**src/rtl/navibot_pkg.sv**
```systemverilog
// Shared constants and types for the navibot telemetry transmitter.
package navibot_pkg;

  localparam logic [7:0]  SyncByte = 8'hA5;
  localparam int unsigned FrameLen = 5;
  localparam int unsigned StatusW  = 5;

  typedef enum logic [1:0] {
    StIdle,
    StStart,
    StData,
    StStop
  } tx_state_e;

endpackage

```
**src/rtl/navibot_telemetry_tx_uart_tx_byte.sv**
```systemverilog
// 8N1 byte serialiser; done strobes on the last cycle of the stop bit so the
// next byte can start with no idle gap.
module uart_tx_byte
  import navibot_pkg::*;
#(
  parameter int unsigned BAUD_DIV = 868
) (
  input  logic       clk_in,
  input  logic       rst,
  input  logic       start,
  input  logic [7:0] data,
  output logic       uart_tx,
  output logic       done
);

  localparam int unsigned BaudW = $clog2(BAUD_DIV);

  tx_state_e        state;
  logic [BaudW-1:0] baud_cnt;
  logic [2:0]       bit_cnt;
  logic [7:0]       shift;
  logic             baud_end;

  assign baud_end = (baud_cnt == BaudW'(BAUD_DIV - 1));
  assign done     = (state == StStop) && baud_end;

  always_ff @(posedge clk_in or posedge rst) begin
    if (rst) begin
      state    <= StIdle;
      uart_tx  <= 1'b1;
      baud_cnt <= '0;
      bit_cnt  <= '0;
      shift    <= '0;
    end else begin
      case (state)
        StIdle: begin
          baud_cnt <= '0;
          if (start) begin
            state   <= StStart;
            uart_tx <= 1'b0;
            shift   <= data;
          end
        end
        StStart: begin
          if (baud_end) begin
            baud_cnt <= '0;
            bit_cnt  <= '0;
            state    <= StData;
            uart_tx  <= shift[0];
          end else begin
            baud_cnt <= baud_cnt + 1'b1;
          end
        end
        StData: begin
          if (baud_end) begin
            baud_cnt <= '0;
            if (bit_cnt == 3'd7) begin
              state   <= StStop;
              uart_tx <= 1'b1;
            end else begin
              bit_cnt <= bit_cnt + 1'b1;
              shift   <= shift >> 1;
              uart_tx <= shift[1];
            end
          end else begin
            baud_cnt <= baud_cnt + 1'b1;
          end
        end
        StStop: begin
          if (baud_end) begin
            baud_cnt <= '0;
            if (start) begin
              state   <= StStart;
              uart_tx <= 1'b0;
              shift   <= data;
            end else begin
              state <= StIdle;
            end
          end else begin
            baud_cnt <= baud_cnt + 1'b1;
          end
        end
        default: state <= StIdle;
      endcase
    end
  end

endmodule

```
**src/rtl/navibot_telemetry_tx.sv**
```systemverilog
// Telemetry frame sequencer: triggers, pending follow-up, snapshot, byte mux
// and checksum feeding a single byte serialiser.
module navibot_telemetry_tx
  import navibot_pkg::*;
#(
  parameter int unsigned BAUD_DIV      = 868,
  parameter int unsigned REPORT_PERIOD = 50_000_000
) (
  input  logic               clk_in,
  input  logic               rst,
  input  logic               send_req,
  input  logic [StatusW-1:0] status,
  input  logic [7:0]         speed,
  output logic               uart_tx,
  output logic               busy,
  output logic [7:0]         frame_seq
);

  logic [StatusW-1:0] status_q;
  logic [31:0]        period_cnt;
  logic               tick;
  logic               trigger;

  logic               launch_q;
  logic               busy_q;
  logic               pending_q;
  logic [2:0]         byte_idx;
  logic [7:0]         frame_seq_q;
  logic [StatusW-1:0] snap_status;
  logic [7:0]         snap_speed;
  logic [7:0]         snap_seq;

  logic               byte_done;
  logic               frame_end;
  logic               in_flight;
  logic               idle_go;
  logic               restart;
  logic               tx_start;
  logic [2:0]         next_idx;
  logic [7:0]         tx_data;

  assign tick    = (REPORT_PERIOD != 0) && (period_cnt == REPORT_PERIOD - 1);
  assign trigger = send_req || tick || (status != status_q);

  // launch_q covers the one cycle between accepting a trigger and the start bit
  assign in_flight = busy_q || launch_q;
  assign idle_go   = !in_flight && trigger;
  assign frame_end = busy_q && byte_done && (byte_idx == 3'(FrameLen - 1));
  assign restart   = frame_end && (pending_q || trigger);
  assign tx_start  = launch_q || restart || (busy_q && byte_done && !frame_end);
  assign next_idx  = (launch_q || frame_end) ? 3'd0 : byte_idx + 3'd1;

  always_comb begin
    tx_data = SyncByte;
    case (next_idx)
      3'd0:    tx_data = SyncByte;
      3'd1:    tx_data = snap_seq;
      3'd2:    tx_data = {{(8 - StatusW){1'b0}}, snap_status};
      3'd3:    tx_data = snap_speed;
      default: tx_data = snap_seq ^ {{(8 - StatusW){1'b0}}, snap_status} ^ snap_speed;
    endcase
  end

  always_ff @(posedge clk_in or posedge rst) begin
    if (rst) begin
      status_q   <= '0;
      period_cnt <= '0;
    end else begin
      status_q <= status;
      if (REPORT_PERIOD == 0 || tick) begin
        period_cnt <= '0;
      end else begin
        period_cnt <= period_cnt + 32'd1;
      end
    end
  end

  always_ff @(posedge clk_in or posedge rst) begin
    if (rst) begin
      launch_q    <= 1'b0;
      busy_q      <= 1'b0;
      pending_q   <= 1'b0;
      byte_idx    <= '0;
      frame_seq_q <= '0;
      snap_status <= '0;
      snap_speed  <= '0;
      snap_seq    <= '0;
    end else begin
      launch_q <= idle_go;

      if (idle_go) begin
        snap_status <= status;
        snap_speed  <= speed;
        snap_seq    <= frame_seq_q;
      end else if (restart) begin
        snap_status <= status;
        snap_speed  <= speed;
        snap_seq    <= frame_seq_q + 8'd1;
      end

      if (restart) begin
        pending_q <= 1'b0;
      end else if (in_flight && trigger) begin
        pending_q <= 1'b1;
      end

      if (launch_q) begin
        busy_q <= 1'b1;
      end else if (frame_end && !restart) begin
        busy_q <= 1'b0;
      end

      if (launch_q || frame_end) begin
        byte_idx <= '0;
      end else if (busy_q && byte_done) begin
        byte_idx <= byte_idx + 3'd1;
      end

      if (frame_end) begin
        frame_seq_q <= frame_seq_q + 8'd1;
      end
    end
  end

  uart_tx_byte #(
    .BAUD_DIV(BAUD_DIV)
  ) u_tx_byte (
    .clk_in (clk_in),
    .rst    (rst),
    .start  (tx_start),
    .data   (tx_data),
    .uart_tx(uart_tx),
    .done   (byte_done)
  );

  assign busy      = busy_q;
  assign frame_seq = frame_seq_q;

endmodule

```
**config.mk**
```make
export PLATFORM = sky130hd
export DESIGN_NAME = navibot_telemetry_tx
export DESIGN_NICKNAME = d
export VERILOG_FILES = /design/src/rtl/navibot_pkg.sv /design/src/rtl/navibot_telemetry_tx_uart_tx_byte.sv /design/src/rtl/navibot_telemetry_tx.sv
export SDC_FILE = /design/constraint.sdc
export NUM_CORES = 1
export LEC_CHECK = 0
export ABC_AREA = 1
export BUFFER_PORTS_ARGS = -buffer_cell sky130_fd_sc_hd__buf_4
export CORE_MARGIN = 3
export CORE_UTILIZATION = 62
export DETAILED_ROUTE_END_ITERATION = 8
export GPL_TIMING_DRIVEN = 0
export PLACE_DENSITY = 0.85
export RECOVER_POWER = 50
export SLEW_MARGIN = 25
export SYNTH_ARGS = -nofsm -noshare
export SYNTH_HDL_FRONTEND = slang
export SYNTH_SLANG_ARGS = --single-unit
export TNS_END_PERCENT = 20
```
**constraint.sdc**
```tcl
create_clock -name clk_in -period 9.3 [get_ports clk_in]
set_input_delay 1.395 -clock clk_in [delete_from_list [all_inputs] [get_ports clk_in]]
set_output_delay 1.395 -clock clk_in [all_outputs]
set_load 0.005 [all_outputs]
```
==> results_dict.tcl <==
set metrics [dict create \
    fp-row-count 33 \
    grt_pass1_vias 4375 \
    grtUsageMet3_pct 4.07 \
    regArea_sq_um 2400 \
    crit_type "in2reg" \
    ys_types 44 \
    leakage_nw 2.74 \
    multiInputGateArea_sq_um 2460 \
    cts_tree "done" \
    grt_antenna_before_repair 0 \
    min_from "period_cnt[0]$_DFF_PP0_" \
    cts_buffers 9 \
    die_y_um 98.3 \
    rsz0062_at_grt "false" \
    min_to "period_cnt[0]$_DFF_PP0_" \
    vias 4428 \
    fmax_ghz 0.370 \
    max_slew_margin_pct 28.1 \
    grt.met2_usage_pct 40.4 \
    synth_ff_type "dfrtp_1" \
    clk_pin_slew_ns 0.09 \
    clk_path_buf_depth 2 \
    die_area_sq_um 9670 \
    power_frac_clock_pct 37.0 \
    start_kind "primary input" \
    track_usage_pct 24.6 \
    hpwl_um 8500 \
    synth_area_sq_um 5290 \
    dr.pass1.iters 5 \
    fill_cells 685 \
    total_power_w 0.000711 \
    synth_edf_count 0 \
    r2r_cells 9 \
    viasPerCell 5.49 \
    reg2reg_to "frame_seq[3]$_DFFE_PP0P_" \
    synthTopCellsByCount "nand2_1 (109), nor2_1 (101), dfrtp_1 (95)" \
    combPwrFrac_pct 3.3 \
    cp_max_fo 10 \
    grtUsageMet1_pct 34.8 \
    synth_nets 687 \
    p_sw_share_pct 25.1 \
    layout.nets 724 \
    ys_seq_area_share_pct 45.5 \
    cts_root_buf "clkbuf_8" \
    p_int_w 0.000533 \
    yosys_warnings 0 \
    gp_congestion 0.906 \
    netlist_top_cells_area "dfrtp_1 (45%), nand2_1 (7.7%), nor2_1 (7.2%)" \
    diodes 0 \
    htreeDepth 3 \
    portBuffers 25 \
    ys_seq_elements 96 \
    synth-async-reset-ratio_pct 100 \
    grt_first_pass_wirelength_um 19900 \
    cts_hold_buffers 0 \
    post-cts-setup-buffer-count 0 \
    die_width_um 98.3 \
    r2r_slack_ns 6.94 \
    initial_utilization_pct 64.0 \
    status "finished clean" \
    ir_worst_vdd_v 0.000107 \
    seqPwrFrac_pct 59.7 \
    timing.rr.start "u_tx_byte.baud_cnt[0]$_DFF_PP0_" \
    grt_start_max_net_pins 76 \
    ant_nets 0 \
    setup_viol 0 \
    finalHoldViolCount 0 \
    cap_violations 0 \
    busiest_layer "met2" \
    arrival_ns 2.99 \
    ios 26 \
    tns_ns 0 \
    drv_slew 0 \
    insertion_delay_ns 0.37 \
    required_ns 9.59 \
    finalCritPeriodShare_pct 29.1 \
    yosysTopAreaCell "dfrtp_1" \
    synth_most_common_cell "nand2_1" \
    routed_wl_um 11300 \
    final.setup_skew_ns 0.0143 \
    cts_sinks 96 \
    ctsResizeCount 0 \
    tightestPinTransition_ns 1.07 \
    end_kind "flop" \
    drtIter0Drc 242 \
    period_needed_ns 2.71 \
    hold_path.class "reg2reg" \
    wl_per_cell_um 14.0 \
    pwr_density_cell_nw_per_um2 123 \
    synthCells 659 \
    area_growth_pct 9.49 \
    power.switching_w 0.000178 \
    drive_gt1_share_pct 10.4 \
    yosys.area.top_type_share_pct 45.0 \
    core_sq_um 8260 \
    drc 0 \
    syn_avg_cell_area_sq_um 8.02 \
    hold_depth 1 \
    grt.overflow.total 0 \
]
-- power by group through the flow --
stage | combinational, W | clock [W] | sequential [W]
floorplan | 0.0000135 | 0 | 0.000432
global placement | 0.0000222 | 0 | 0.000433
detailed placement | 0.0000247 | 0 | 0.000433
CTS | 0.0000248 | 0.000267 | 0.000424
global route | 0.0000266 | 0.000284 | 0.000425
finish | 0.0000232 | 0.000263 | 0.000425
-- worst max path at each step --
stage | start | to | slack (ns)
2_1_floorplan | rst | busy$_DFFE_PP0P_ | 5.40
3_3_place_gp | rst | frame_seq[4]$_DFFE_PP0P_ | 4.39
3_5_place_dp | status[2] | u_tx_byte.shift[2]$_DFFE_PP0P_ | 6.22
4_1_cts | status[4] | u_tx_byte.shift[2]$_DFFE_PP0P_ | 6.61
5_1_grt | status[2] | u_tx_byte.shift[2]$_DFFE_PP0P_ | 6.37
6_report | status[2] | u_tx_byte.shift[0]$_DFFE_PP0P_ | 6.59
-- cell type report --
cell class	instances	area share [%]
clock buffers	9	2.14
clock inverters	7	1.10
inverters	92	5.99
repair buffers	26	3.46
well taps	105	2.27
plain buffers	10	0.994
multi-input cells	461	42.5
flip-flops and latches	96	41.5
-- cells by family after synthesis --
| group | count (synthesis) | share of synthesized area [%] |
|---|---|---|
| flops | 96 | 45.5 |
| xor+xnor | 36 | 5.96 |
| compound gates | 87 | 9.96 |
| buf+inv | 102 | 7.62 |
| simple gates | 326 | 28.1 |
| fa+ha+maj | 12 | 2.84 |
-- through the flow --
stage          utilization, %  setup slack [ns]  hold WS, ns  std cells  cell area [sq um]
6_report                 70.1              6.59        0.466        806               5790
5_1_grt                  70.1              6.37        0.499        806               5790
4_1_cts                  70.5              6.61        0.468        806               5830
3_5_place_dp             68.3              6.22        0.455        790               5640
3_3_place_gp             67.9              4.39        0.445        789               5610
2_1_floorplan               -              5.40        0.433        659               5290
-- worst max-delay path, cell delays in order --
cell and delay (ns):
clkbuf_1 0.13, nand2_1 0.07, inv_1 0.05, nor2_1 0.03, nor2_1 0.15, nand2_1 0.06, nor2_1 0.18, nand4_1 0.15
nand2_1 0.17, nand2_2 0.10, nand2_2 0.11, buf_2 0.21, nor2_1 0.05, a21oi_1 0.13
-- cell usage in the layout, fill, tap and decap left out, types with 4 or more instances in the layout --
cell | netlist | routed
nand2_2 | 6 | 6
a31oi_2 | 5 | 5
clkinv_4 | 0 | 4
nor2_1 | 101 | 102
a21oi_1 | 25 | 25
o21ai_0 | 38 | 38
clkbuf_1 | 3 | 7
dfrtp_1 | 95 | 95
nand2_1 | 109 | 109
nor4_1 | 8 | 8
xor2_1 | 24 | 24
buf_4 | 2 | 21
nand4_1 | 13 | 14
xnor2_1 | 12 | 12
clkbuf_8 | 0 | 9
or2_2 | 4 | 4
ha_1 | 12 | 12
nor3_1 | 18 | 18
nand3_1 | 50 | 51
a31oi_1 | 4 | 4
inv_1 | 90 | 90
buf_2 | 4 | 4
-- flip-flops by register name, indices dropped and copies added, names as in the netlist --
name and flops:
busy 1, byte_idx 3, frame_seq 8, launch_q 1, pending_q 1, period_cnt 32
snap_seq 8, snap_speed 8, snap_status 5, status_q 5, u_tx_byte.baud_cnt 10, u_tx_byte.bit_cnt 3
u_tx_byte.shift 8, u_tx_byte.state 2, u_tx_byte.uart_tx 1
-- routing by layer --
metal | share of wire (%) | up-vias
met5 | 0 | -
met4 | 0.91 | 0
met3 | 3.7 | 12
met2 | 48 | 87
met1 | 47 | 2109
li1 | - | 2220
Note: power is estimated with default switching activity, not from simulation.
